$ cat config.mk
export PLATFORM = sky130hd
export DESIGN_NAME = pipeline_hazard_controller
export DESIGN_NICKNAME = d
export VERILOG_FILES = /design/src/rtl/pipeline_hazard_controller_pkg.sv /design/src/rtl/pipeline_hazard_controller_forward_select.sv /design/src/rtl/pipeline_hazard_controller.sv
export SDC_FILE = /design/constraint.sdc
export NUM_CORES = 1
export LEC_CHECK = 0
export ABC_AREA = 0
export CAP_MARGIN = 20
export CELL_PAD_IN_SITES_DETAIL_PLACEMENT = 1
export CELL_PAD_IN_SITES_GLOBAL_PLACEMENT = 2
export CORE_UTILIZATION = 26
export CTS_CLUSTER_DIAMETER = 100
export DETAILED_ROUTE_END_ITERATION = 12
export PLACE_DENSITY_LB_ADDON = 0.1
export SLEW_MARGIN = 15
export SYNTH_ARGS = -nofsm -noshare
export SYNTH_HDL_FRONTEND = slang
export SYNTH_HIERARCHICAL = 1
export SYNTH_SLANG_ARGS = --single-unit
$ cat constraint.sdc
create_clock -name clk -period 2.84 [get_ports clk]
set_clock_uncertainty 0.15 [all_clocks]
set_input_delay 0.852 -clock clk [delete_from_list [all_inputs] [get_ports clk]]
set_output_delay 0.852 -clock clk [all_outputs]
set_load 0.05 [all_outputs]
$ cat src/rtl/pipeline_hazard_controller_pkg.sv
// Shared encodings for the pipeline hazard controller: FSM states,
// operand-forwarding selects and the hardwired-zero register address.
package pipeline_hazard_controller_pkg;

  typedef enum logic {
    ST_RUN      = 1'b0,
    ST_MEM_WAIT = 1'b1
  } state_t;

  localparam logic [1:0] FWD_RF  = 2'b00;
  localparam logic [1:0] FWD_WB  = 2'b01;
  localparam logic [1:0] FWD_MEM = 2'b10;

  localparam logic [2:0] REG_ZERO = 3'd0;

  // A producer only counts as a hazard/forward source if it writes a real register.
  function automatic logic reg_hit(input logic       wr_en,
                                   input logic [2:0] wr_reg,
                                   input logic [2:0] rd_reg);
    return wr_en && (wr_reg != REG_ZERO) && (wr_reg == rd_reg);
  endfunction

endpackage

$ cat src/rtl/pipeline_hazard_controller_forward_select.sv
// EX operand forwarding select for one source operand; the newer EX/MEM
// result takes precedence over the older MEM/WB result.
module pipeline_hazard_controller_forward_select
  import pipeline_hazard_controller_pkg::*;
(
  input  logic [2:0] i_ex_src,
  input  logic [2:0] i_mem_write_reg,
  input  logic       i_mem_reg_write,
  input  logic [2:0] i_wb_write_reg,
  input  logic       i_wb_reg_write,
  output logic [1:0] o_forward
);

  always_comb begin
    o_forward = FWD_RF;
    if (reg_hit(i_mem_reg_write, i_mem_write_reg, i_ex_src)) begin
      o_forward = FWD_MEM;
    end else if (reg_hit(i_wb_reg_write, i_wb_write_reg, i_ex_src)) begin
      o_forward = FWD_WB;
    end
  end

endmodule

$ cat src/rtl/pipeline_hazard_controller.sv
// Stall/flush/forwarding sequencer for the 5-stage pipeline, with a
// MEM_WAIT freeze state machine, sticky wait timeout and event counters.
module pipeline_hazard_controller
  import pipeline_hazard_controller_pkg::*;
#(
  parameter int unsigned WAIT_TIMEOUT = 64,
  parameter int unsigned CNT_W        = 16
) (
  input  logic             clk,
  input  logic             rst,
  input  logic [2:0]       i_id_rs,
  input  logic [2:0]       i_id_rt,
  input  logic             i_id_uses_rs,
  input  logic             i_id_uses_rt,
  input  logic             i_id_jump,
  input  logic [2:0]       i_ex_rs,
  input  logic [2:0]       i_ex_rt,
  input  logic [2:0]       i_ex_write_reg,
  input  logic             i_ex_reg_write,
  input  logic             i_ex_mem_read,
  input  logic             i_ex_branch_taken,
  input  logic [2:0]       i_mem_write_reg,
  input  logic             i_mem_reg_write,
  input  logic [2:0]       i_wb_write_reg,
  input  logic             i_wb_reg_write,
  input  logic             i_mem_busy,
  output logic             o_pc_enable,
  output logic             o_if_id_enable,
  output logic             o_if_id_clr,
  output logic             o_id_ex_enable,
  output logic             o_id_ex_clr,
  output logic             o_back_enable,
  output logic [1:0]       o_forward_a,
  output logic [1:0]       o_forward_b,
  output logic             o_mem_timeout,
  output logic [CNT_W-1:0] o_stall_count,
  output logic [CNT_W-1:0] o_flush_count,
  output logic [CNT_W-1:0] o_wait_count,
  output state_t           o_state
);

  // Handshake-free block: every output is a level valid in the cycle its inputs are.
  state_t           r_state;
  state_t           w_state_next;
  logic [15:0]      r_wait_cnt;
  logic [15:0]      w_wait_inc;
  logic             r_mem_timeout;
  logic [CNT_W-1:0] r_stall_cnt;
  logic [CNT_W-1:0] r_flush_cnt;
  logic [CNT_W-1:0] r_wait_total;
  logic             w_load_use;
  logic             w_stall_evt;
  logic             w_flush_evt;
  logic             w_freeze;

  assign w_load_use = i_ex_mem_read &&
                      (reg_hit(i_ex_reg_write, i_ex_write_reg, i_id_rs) && i_id_uses_rs ||
                       reg_hit(i_ex_reg_write, i_ex_write_reg, i_id_rt) && i_id_uses_rt);

  always_ff @(posedge clk) begin
    if (rst) begin
      r_state <= ST_RUN;
    end else begin
      r_state <= w_state_next;
    end
  end

  always_comb begin
    w_state_next = r_state;
    case (r_state)
      ST_RUN:      if (i_mem_busy)  w_state_next = ST_MEM_WAIT;
      ST_MEM_WAIT: if (!i_mem_busy) w_state_next = ST_RUN;
      default:     w_state_next = ST_RUN;
    endcase
  end

  // Priority: freeze > branch > load-use > jump (a jump re-evaluates after the stall).
  always_comb begin
    o_pc_enable    = 1'b1;
    o_if_id_enable = 1'b1;
    o_if_id_clr    = 1'b0;
    o_id_ex_enable = 1'b1;
    o_id_ex_clr    = 1'b0;
    o_back_enable  = 1'b1;
    w_stall_evt    = 1'b0;
    w_flush_evt    = 1'b0;
    w_freeze       = 1'b0;
    if (!rst) begin
      if (i_mem_busy) begin
        w_freeze       = 1'b1;
        o_pc_enable    = 1'b0;
        o_if_id_enable = 1'b0;
        o_id_ex_enable = 1'b0;
        o_back_enable  = 1'b0;
      end else if (i_ex_branch_taken) begin
        o_if_id_clr = 1'b1;
        o_id_ex_clr = 1'b1;
        w_flush_evt = 1'b1;
      end else if (w_load_use) begin
        o_pc_enable    = 1'b0;
        o_if_id_enable = 1'b0;
        o_id_ex_clr    = 1'b1;
        w_stall_evt    = 1'b1;
      end else if (i_id_jump) begin
        o_if_id_clr = 1'b1;
        w_flush_evt = 1'b1;
      end
    end
  end

  // Wait counter holds the number of consecutive frozen cycles completed.
  assign w_wait_inc = (r_wait_cnt == 16'hFFFF) ? r_wait_cnt : r_wait_cnt + 16'd1;

  always_ff @(posedge clk) begin
    if (rst) begin
      r_wait_cnt    <= '0;
      r_mem_timeout <= 1'b0;
      r_stall_cnt   <= '0;
      r_flush_cnt   <= '0;
      r_wait_total  <= '0;
    end else begin
      if (w_freeze) begin
        r_wait_cnt <= w_wait_inc;
        if (w_wait_inc >= 16'(WAIT_TIMEOUT)) r_mem_timeout <= 1'b1;
      end else begin
        r_wait_cnt <= '0;
      end
      if (w_stall_evt && (r_stall_cnt != '1)) r_stall_cnt  <= r_stall_cnt + CNT_W'(1);
      if (w_flush_evt && (r_flush_cnt != '1)) r_flush_cnt  <= r_flush_cnt + CNT_W'(1);
      if (w_freeze && (r_wait_total != '1))   r_wait_total <= r_wait_total + CNT_W'(1);
    end
  end

  pipeline_hazard_controller_forward_select u_forward_select_a (
    .i_ex_src        (i_ex_rs),
    .i_mem_write_reg (i_mem_write_reg),
    .i_mem_reg_write (i_mem_reg_write),
    .i_wb_write_reg  (i_wb_write_reg),
    .i_wb_reg_write  (i_wb_reg_write),
    .o_forward       (o_forward_a)
  );

  pipeline_hazard_controller_forward_select u_forward_select_b (
    .i_ex_src        (i_ex_rt),
    .i_mem_write_reg (i_mem_write_reg),
    .i_mem_reg_write (i_mem_reg_write),
    .i_wb_write_reg  (i_wb_write_reg),
    .i_wb_reg_write  (i_wb_reg_write),
    .o_forward       (o_forward_b)
  );

  assign o_mem_timeout = r_mem_timeout;
  assign o_stall_count = r_stall_cnt;
  assign o_flush_count = r_flush_cnt;
  assign o_wait_count  = r_wait_total;
  assign o_state       = r_state;

endmodule

== Word level (Yosys, flattened, before mapping) ==
Cells that the tools add are included.

* Register bits: 66
* Input port bits: 32
* Output and inout port bits: 60
* Logic and storage cells: 68

* Add/sub/neg operators: 4
* $lt $le $gt $ge: 1
* Eq/ne operators: 10
* Mux-type cells: 25
* Bitwise operators: 1
* Reduce and logical (&&, ||, !) cells: 21

{| class="wikitable"
|+ Operator list
! cell !! count
|-
| $add 16x1->16 const B || 4
|-
| $ne 16x16->1 const B || 3
|-
| $mux 1 || 22
|-
| $eq 3x3->1 || 6
|-
| $eq 16x16->1 const B || 1
|-
| $ge 16x7->1 const B || 1
|-
| $mux 16 || 1
|-
| $logic_and 1x1->1 || 15
|-
| $reduce_bool 3->1 || 3
|-
| $mux 2 || 2
|-
| $reduce_and 2->1 || 1
|-
| $reduce_or 2->1 || 1
|-
| $logic_or 1x1->1 || 1
|-
| $not 1->1 || 1
|}

== Logic depth before layout (Yosys ltp) ==
* Word-level depth: 11
* Gate-level depth with buffers: 9
* Gate-level depth less buffers: 7

== Cells and area by module ==
Netlist, hierarchy kept.

{| class="wikitable"
|+ Modules (own cells, without submodules)
! module !! times used !! cells each !! area each (um2) !! seq. area each (um2)
|-
| pipeline_hazard_controller || 1 || 392 || 3335.7 || 1321.3
|-
| pipeline_hazard_controller_forward_select || 2 || 13 || 103.8 || 0.0
|}

== Least setup slack after synthesis ==
OpenSTA, ideal clock, no wires.

* Kind: input -> output
* Start point: input port i_ex_write_reg[0]
* End point: output port o_pc_enable
* Data arrival time: 2.767 ns
* Data required time: 1.838 ns
* Slack: -0.929 ns
* Stages: 6
* Cell sequence: o311ai_1 > or2_1 > a21oi_1 > buf_2 > o21bai_1 > buf_4

* Longest elaborated chain between the ends: 10
* Elaborated cells on any way between the ends: 14
* Those cells by class: eq/ne (2); mux (4); reduce/logical (8)

{| class="wikitable"
|+ Ends and longest elaborated chain
! item !! line !! RTL
|-
| start: declaration || pipeline_hazard_controller.sv:18 || <nowiki>input logic [2:0] i_ex_write_reg,</nowiki>
|-
| $reduce_bool 3->1 || pipeline_hazard_controller_pkg.sv:20 || <nowiki>return wr_en && (wr_reg != REG_ZERO) && (wr_reg == rd_reg);</nowiki>
|-
| $logic_and 1x1->1 (2 in series) || pipeline_hazard_controller_pkg.sv:20 ||
|-
| $logic_and 1x1->1, on equally long branches || pipeline_hazard_controller.sv:57, pipeline_hazard_controller.sv:58 ||
|-
| $logic_or 1x1->1 (*) || pipeline_hazard_controller.sv:57 || <nowiki>(reg_hit(i_ex_reg_write, i_ex_write_reg, i_id_rs) && i_id_uses_rs ||</nowiki>
|-
| $logic_and 1x1->1 (*) || pipeline_hazard_controller.sv:56 || <nowiki>assign w_load_use = i_ex_mem_read &&</nowiki>
|-
| $mux 1 (*) (4 in series) || -- ||
|-
| end: declaration || pipeline_hazard_controller.sv:27 || <nowiki>output logic o_pc_enable,</nowiki>
|}

Every way passes the cells marked *; elsewhere a longest branch is shown, timed or not.

== Worst setup path after layout ==
* Start point: input port i_ex_write_reg[2]
* End point: output port o_id_ex_clr

* Longest elaborated chain between the ends: 10
* Elaborated cells on any way between the ends: 14
* Those cells by class: eq/ne (2); mux (4); reduce/logical (8)

{| class="wikitable"
|+ Ends and longest elaborated chain
! item !! line !! RTL
|-
| $reduce_bool 3->1 || pipeline_hazard_controller_pkg.sv:20 ||
|-
| $logic_and 1x1->1 (2 in series) || pipeline_hazard_controller_pkg.sv:20 ||
|-
| $logic_and 1x1->1, on equally long branches || pipeline_hazard_controller.sv:57, pipeline_hazard_controller.sv:58 ||
|-
| $logic_or 1x1->1 (*) || pipeline_hazard_controller.sv:57 ||
|-
| $logic_and 1x1->1 (*) || pipeline_hazard_controller.sv:56 ||
|-
| $mux 1 (*) || pipeline_hazard_controller.sv:99 || <nowiki>end else if (w_load_use) begin</nowiki>
|-
| $mux 1 (*) || pipeline_hazard_controller.sv:95 || <nowiki>end else if (i_ex_branch_taken) begin</nowiki>
|-
| $mux 1 (*) || pipeline_hazard_controller.sv:89 || <nowiki>if (i_mem_busy) begin</nowiki>
|-
| $mux 1 (*) || pipeline_hazard_controller.sv:88 || <nowiki>if (!rst) begin</nowiki>
|-
| end: declaration || pipeline_hazard_controller.sv:31 || <nowiki>output logic o_id_ex_clr,</nowiki>
|}

Marked as above.

==> flow_metrics.env <==
export IMPL_status="complete, but fails checks"
export IMPL_violations="negative setup slack"
export IMPL_fillers=1556
export IMPL_drc=0
export IMPL_finalCritPeriodShare_pct=103.2
export IMPL_hold_ws_ns=0.3596
export IMPL_clk_path_buf_depth=2
export IMPL_fin_crit_ns=2.930
export IMPL_fp_dieW_um=118.7
export IMPL_htree_levels=3
export IMPL_critPathKind="in -> out"
export IMPL_crit_chain="buf_8, buf_6, o311ai_4, a21oi_2, buf_4, o21a_4, buf_12"
export IMPL_wirelength_mm=10.19
export IMPL_cts_tree="done"
export IMPL_syn_area_mm2=0.003543
export IMPL_grt_max_degree=31
export IMPL_core_area_mm2=0.01324
export IMPL_clkSlewWorstSetupHoldPaths_ns=0.05
export IMPL_internal_power_uw=1661
export IMPL_antenna_found_initial=0
export IMPL_finalMaxSlewViolations=0
export IMPL_finalHoldViolCount=0
export IMPL_yosys_area_share_simple_pct=31.32
export IMPL_cp_num_cells=7
export IMPL_muxShareOfSynthArea_pct=1.412
export IMPL_hold_buffers=0
export IMPL_synth_xor_area_share_pct=14.58
export IMPL_drv_cap=0
export IMPL_yosysWarnings=6
export IMPL_die_h_um=118.7
export IMPL_num_vias=3439
export IMPL_ys_ff_latch=66
export IMPL_async_reset_ff_share_pct=0
export IMPL_synth_edff_count=0
export IMPL_clkLatencyLatePin_ns=0.33
export IMPL_p_total_uw=2186
export IMPL_first_global_vias=3436
export IMPL_rsz0062_at_grt="yes"
export IMPL_r2r_start="r_wait_cnt[0]$_SDFF_PP0_"
export IMPL_synth_adder_area_share_pct=1.412
export IMPL_leakage_uw=0.001880
export IMPL_synth_cells=418
export IMPL_synth_compound_gate_area_share_pct=10.63
export IMPL_nets=580
export IMPL_power_density_mw_per_mm2=412.2
export IMPL_synth_distinct_cells=55
export IMPL_p_comb_share_pct=11.8
export IMPL_synth_top_family_by_area="simple AND/OR/NAND/NOR gates"
export IMPL_fin_util_pct=40.04
export IMPL_clockRootBuffer="clkbuf_16"
export IMPL_clock_fmax_ghz=0.3413
export IMPL_gp_congestion=0.8371
export IMPL_rr_worst_depth=7
export IMPL_drive_above_1_share_pct=20.48
export IMPL_clkPwrFrac_pct=45.1
export IMPL_dieArea_mm2=0.01410
export IMPL_switching_power_uw=524.7
export IMPL_track_usage_pct=15.00
export IMPL_start_util_pct=26.76
export IMPL_cts_buffers=9
export IMPL_crit_family="compound AO/OA/AOI/OAI gates"
export IMPL_tightest_slew_ns=0.6102
export IMPL_slowest_stage="o311ai_4"
export IMPL_crit_fanout=3
export IMPL_max_stage_delay_ns=0.30
export IMPL_port_buffers=91
export IMPL_via_per_inst=4.757
export IMPL_arrival_ns=1.93
export IMPL_synthFlopType="dfxtp_1"
export IMPL_dr_pass1_iters=4
export IMPL_cp_start_kind="primary input"
export IMPL_critPathCaptureType="primary output"
export IMPL_ioPinCount=92
export IMPL_cts_sinks=66
export IMPL_crit_buf_inv=4
export IMPL_power_frac_seq_pct=43.0
export IMPL_antenna_left=0
export IMPL_grt_pass1_wl_mm=17.01
export IMPL_hold_path_class="reg -> reg"
export IMPL_setup_viol=4
export IMPL_critPathRequiredTime_ns=1.84
export IMPL_place_hpwl_mm=7.715
export IMPL_synth_fp_nets=454
export IMPL_max_slew_margin_rel_pct=58.94
export IMPL_drt_iter0_markers=114
export IMPL_ys_seq_area_share_pct=37.29
export IMPL_critPathLaunch="i_ex_write_reg[2]"
export IMPL_synth_area_per_cell_um2=8.477
export IMPL_syn2layout_area_growth_pct=49.65
export IMPL_diodes=0
export IMPL_ir_drop_mv=0.2329
export IMPL_r2r_slack_ns=0.50
export IMPL_critPathCapture="o_id_ex_clr"
export IMPL_setup_ws_ns=-0.08994
export IMPL_rows=42
export IMPL_wl_per_cell_um=14.10
export IMPL_r2r_end="o_mem_timeout$_SDFFE_PP0P_"
export IMPL_switching_share_pct=24.01
export IMPL_overflow=0
==> placed cells by master, fill, tap and decap left out, types with 3 or more instances in the layout <==
cell type and instances:
inv_1 9, a21oi_1 7, xnor2_1 31, o21ai_1 5, buf_2 14, o31ai_1 3, dlygate4sd2_1 9, ha_1 4
or3_1 3, nor3_1 13, nor2b_1 3, mux2i_1 5, and4_1 4, buf_4 38, buf_12 7, clkdlybuf4s15_2 3
nand3_1 25, and3_1 14, nor2_1 63, clkdlybuf4s50_1 51, a31oi_1 4, nor4_1 7, dfxtp_1 66, nand4_1 20
clkbuf_16 9, o21ai_0 9, xnor2_2 3, xor2_1 25, nand2b_1 8, clkbuf_1 4, nand2_1 20, nand3b_1 3
buf_6 9
==> power by group through the flow <==
stage,Sequential [uW],Combinational (uW),Clock (uW)
2_1_floorplan,976,107,0
3_3_place_gp,960,249,0
3_5_place_dp,960,252,0
4_1_cts,940,262,1020
5_1_grt,941,277,1050
6_report,941,258,987
==> cell families (layout without fill, tap and decap cells) <==
| logic type | Yosys count | in the layout |
|---|---|---|
| buf+inv | 28 | 157 |
| fa+ha+maj | 4 | 4 |
| compound gates | 50 | 50 |
| simple gates | 206 | 206 |
| flops | 66 | 66 |
| xor+xnor | 59 | 59 |
| mux | 5 | 5 |
==> per-layer routing <==
| layer | wire length (um) | share of wire, % | track usage, % |
|---|---|---|---|
| met3 | 402 | 3.9 | 4.151 |
| met5 | 0 | 0 | 0 |
| met1 | 4772 | 47 | 19.05 |
| met2 | 4902 | 48 | 24.34 |
| met4 | 114 | 1.1 | 4.984 |
==> layout make-up <==
class                           instances  area, um2  area share [%]
Multi-Input combinational cell        324       2231           42.07
Sequential cell                        66       1321           24.92
Timing Repair Buffer                  132       1235           23.29
Clock buffer                           14      254.0           4.790
Tap cell                              176      220.2           4.153
Inverter                               11      41.29          0.7787
==> sequential cells by signal, indices dropped and copies added, names as in the netlist <==
| signal | cells |
|---|---|
| o_flush_count | 16 |
| o_state | 1 |
| r_wait_cnt | 16 |
| o_stall_count | 16 |
| o_mem_timeout | 1 |
| o_wait_count | 16 |
==> Yosys cell counts, drive strengths merged (8+ instances only) <==
library cell | n | area (um2)
dfxtp | 66 | 1321
nor2 | 65 | 246.5
xnor2 | 34 | 297.8
nand3 | 26 | 135.1
xor2 | 25 | 219.0
nand2 | 20 | 75.07
nand4 | 20 | 125.1
and3 | 14 | 87.58
nor3 | 14 | 75.07
o21ai | 14 | 70.06
inv | 11 | 41.29
clkbuf | 10 | 37.54
a21oi | 9 | 45.04
nand2b | 8 | 50.05
==> repair_timing <==
action,4_1_cts,5_1_grt
pin swaps,22,3
resized for setup,113,4
buffers inserted,5,0
endpoints found under the setup margin,25,6
==> worst min-delay path by stage <==
stage / cells after the start / slack (ns) / from / end
3_5_place_dp: 2 / 0.35 / r_wait_cnt[1]$_SDFF_PP0_ / r_wait_cnt[1]$_SDFF_PP0_
6_report: 2 / 0.36 / r_wait_cnt[1]$_SDFF_PP0_ / r_wait_cnt[1]$_SDFF_PP0_
2_1_floorplan: 2 / 0.32 / r_wait_cnt[1]$_SDFF_PP0_ / r_wait_cnt[1]$_SDFF_PP0_
3_3_place_gp: 2 / 0.33 / o_stall_count[15]$_SDFFE_PP0P_ / o_stall_count[15]$_SDFFE_PP0P_
5_1_grt: 2 / 0.38 / r_wait_cnt[1]$_SDFF_PP0_ / r_wait_cnt[1]$_SDFF_PP0_
4_1_cts: 2 / 0.36 / r_wait_cnt[1]$_SDFF_PP0_ / r_wait_cnt[1]$_SDFF_PP0_
==> worst min-delay path, delay by kind of cell, from the launching register on <==
kind | cells | cell delay (ns)
AO/OA/AOI/OAI | 1 | 0.05
AND/OR/NAND/NOR | 1 | 0.07
flip-flops | 1 | 0.33
==> through the flow <==
stage               setup TNS (ns)  area, um2  cells  setup WS, ns
floorplan                  -0.2806       3623    418       -0.2167
global placement            -11.34       4984    704       -0.5177
detailed placement          -12.80       4984    704       -0.5957
CTS                        -0.3016       5313    723      -0.07935
global route               -0.5270       5303    723       -0.1386
finish                     -0.3122       5303    723      -0.08994
No activity file was read; power rests on OpenSTA's default activity.
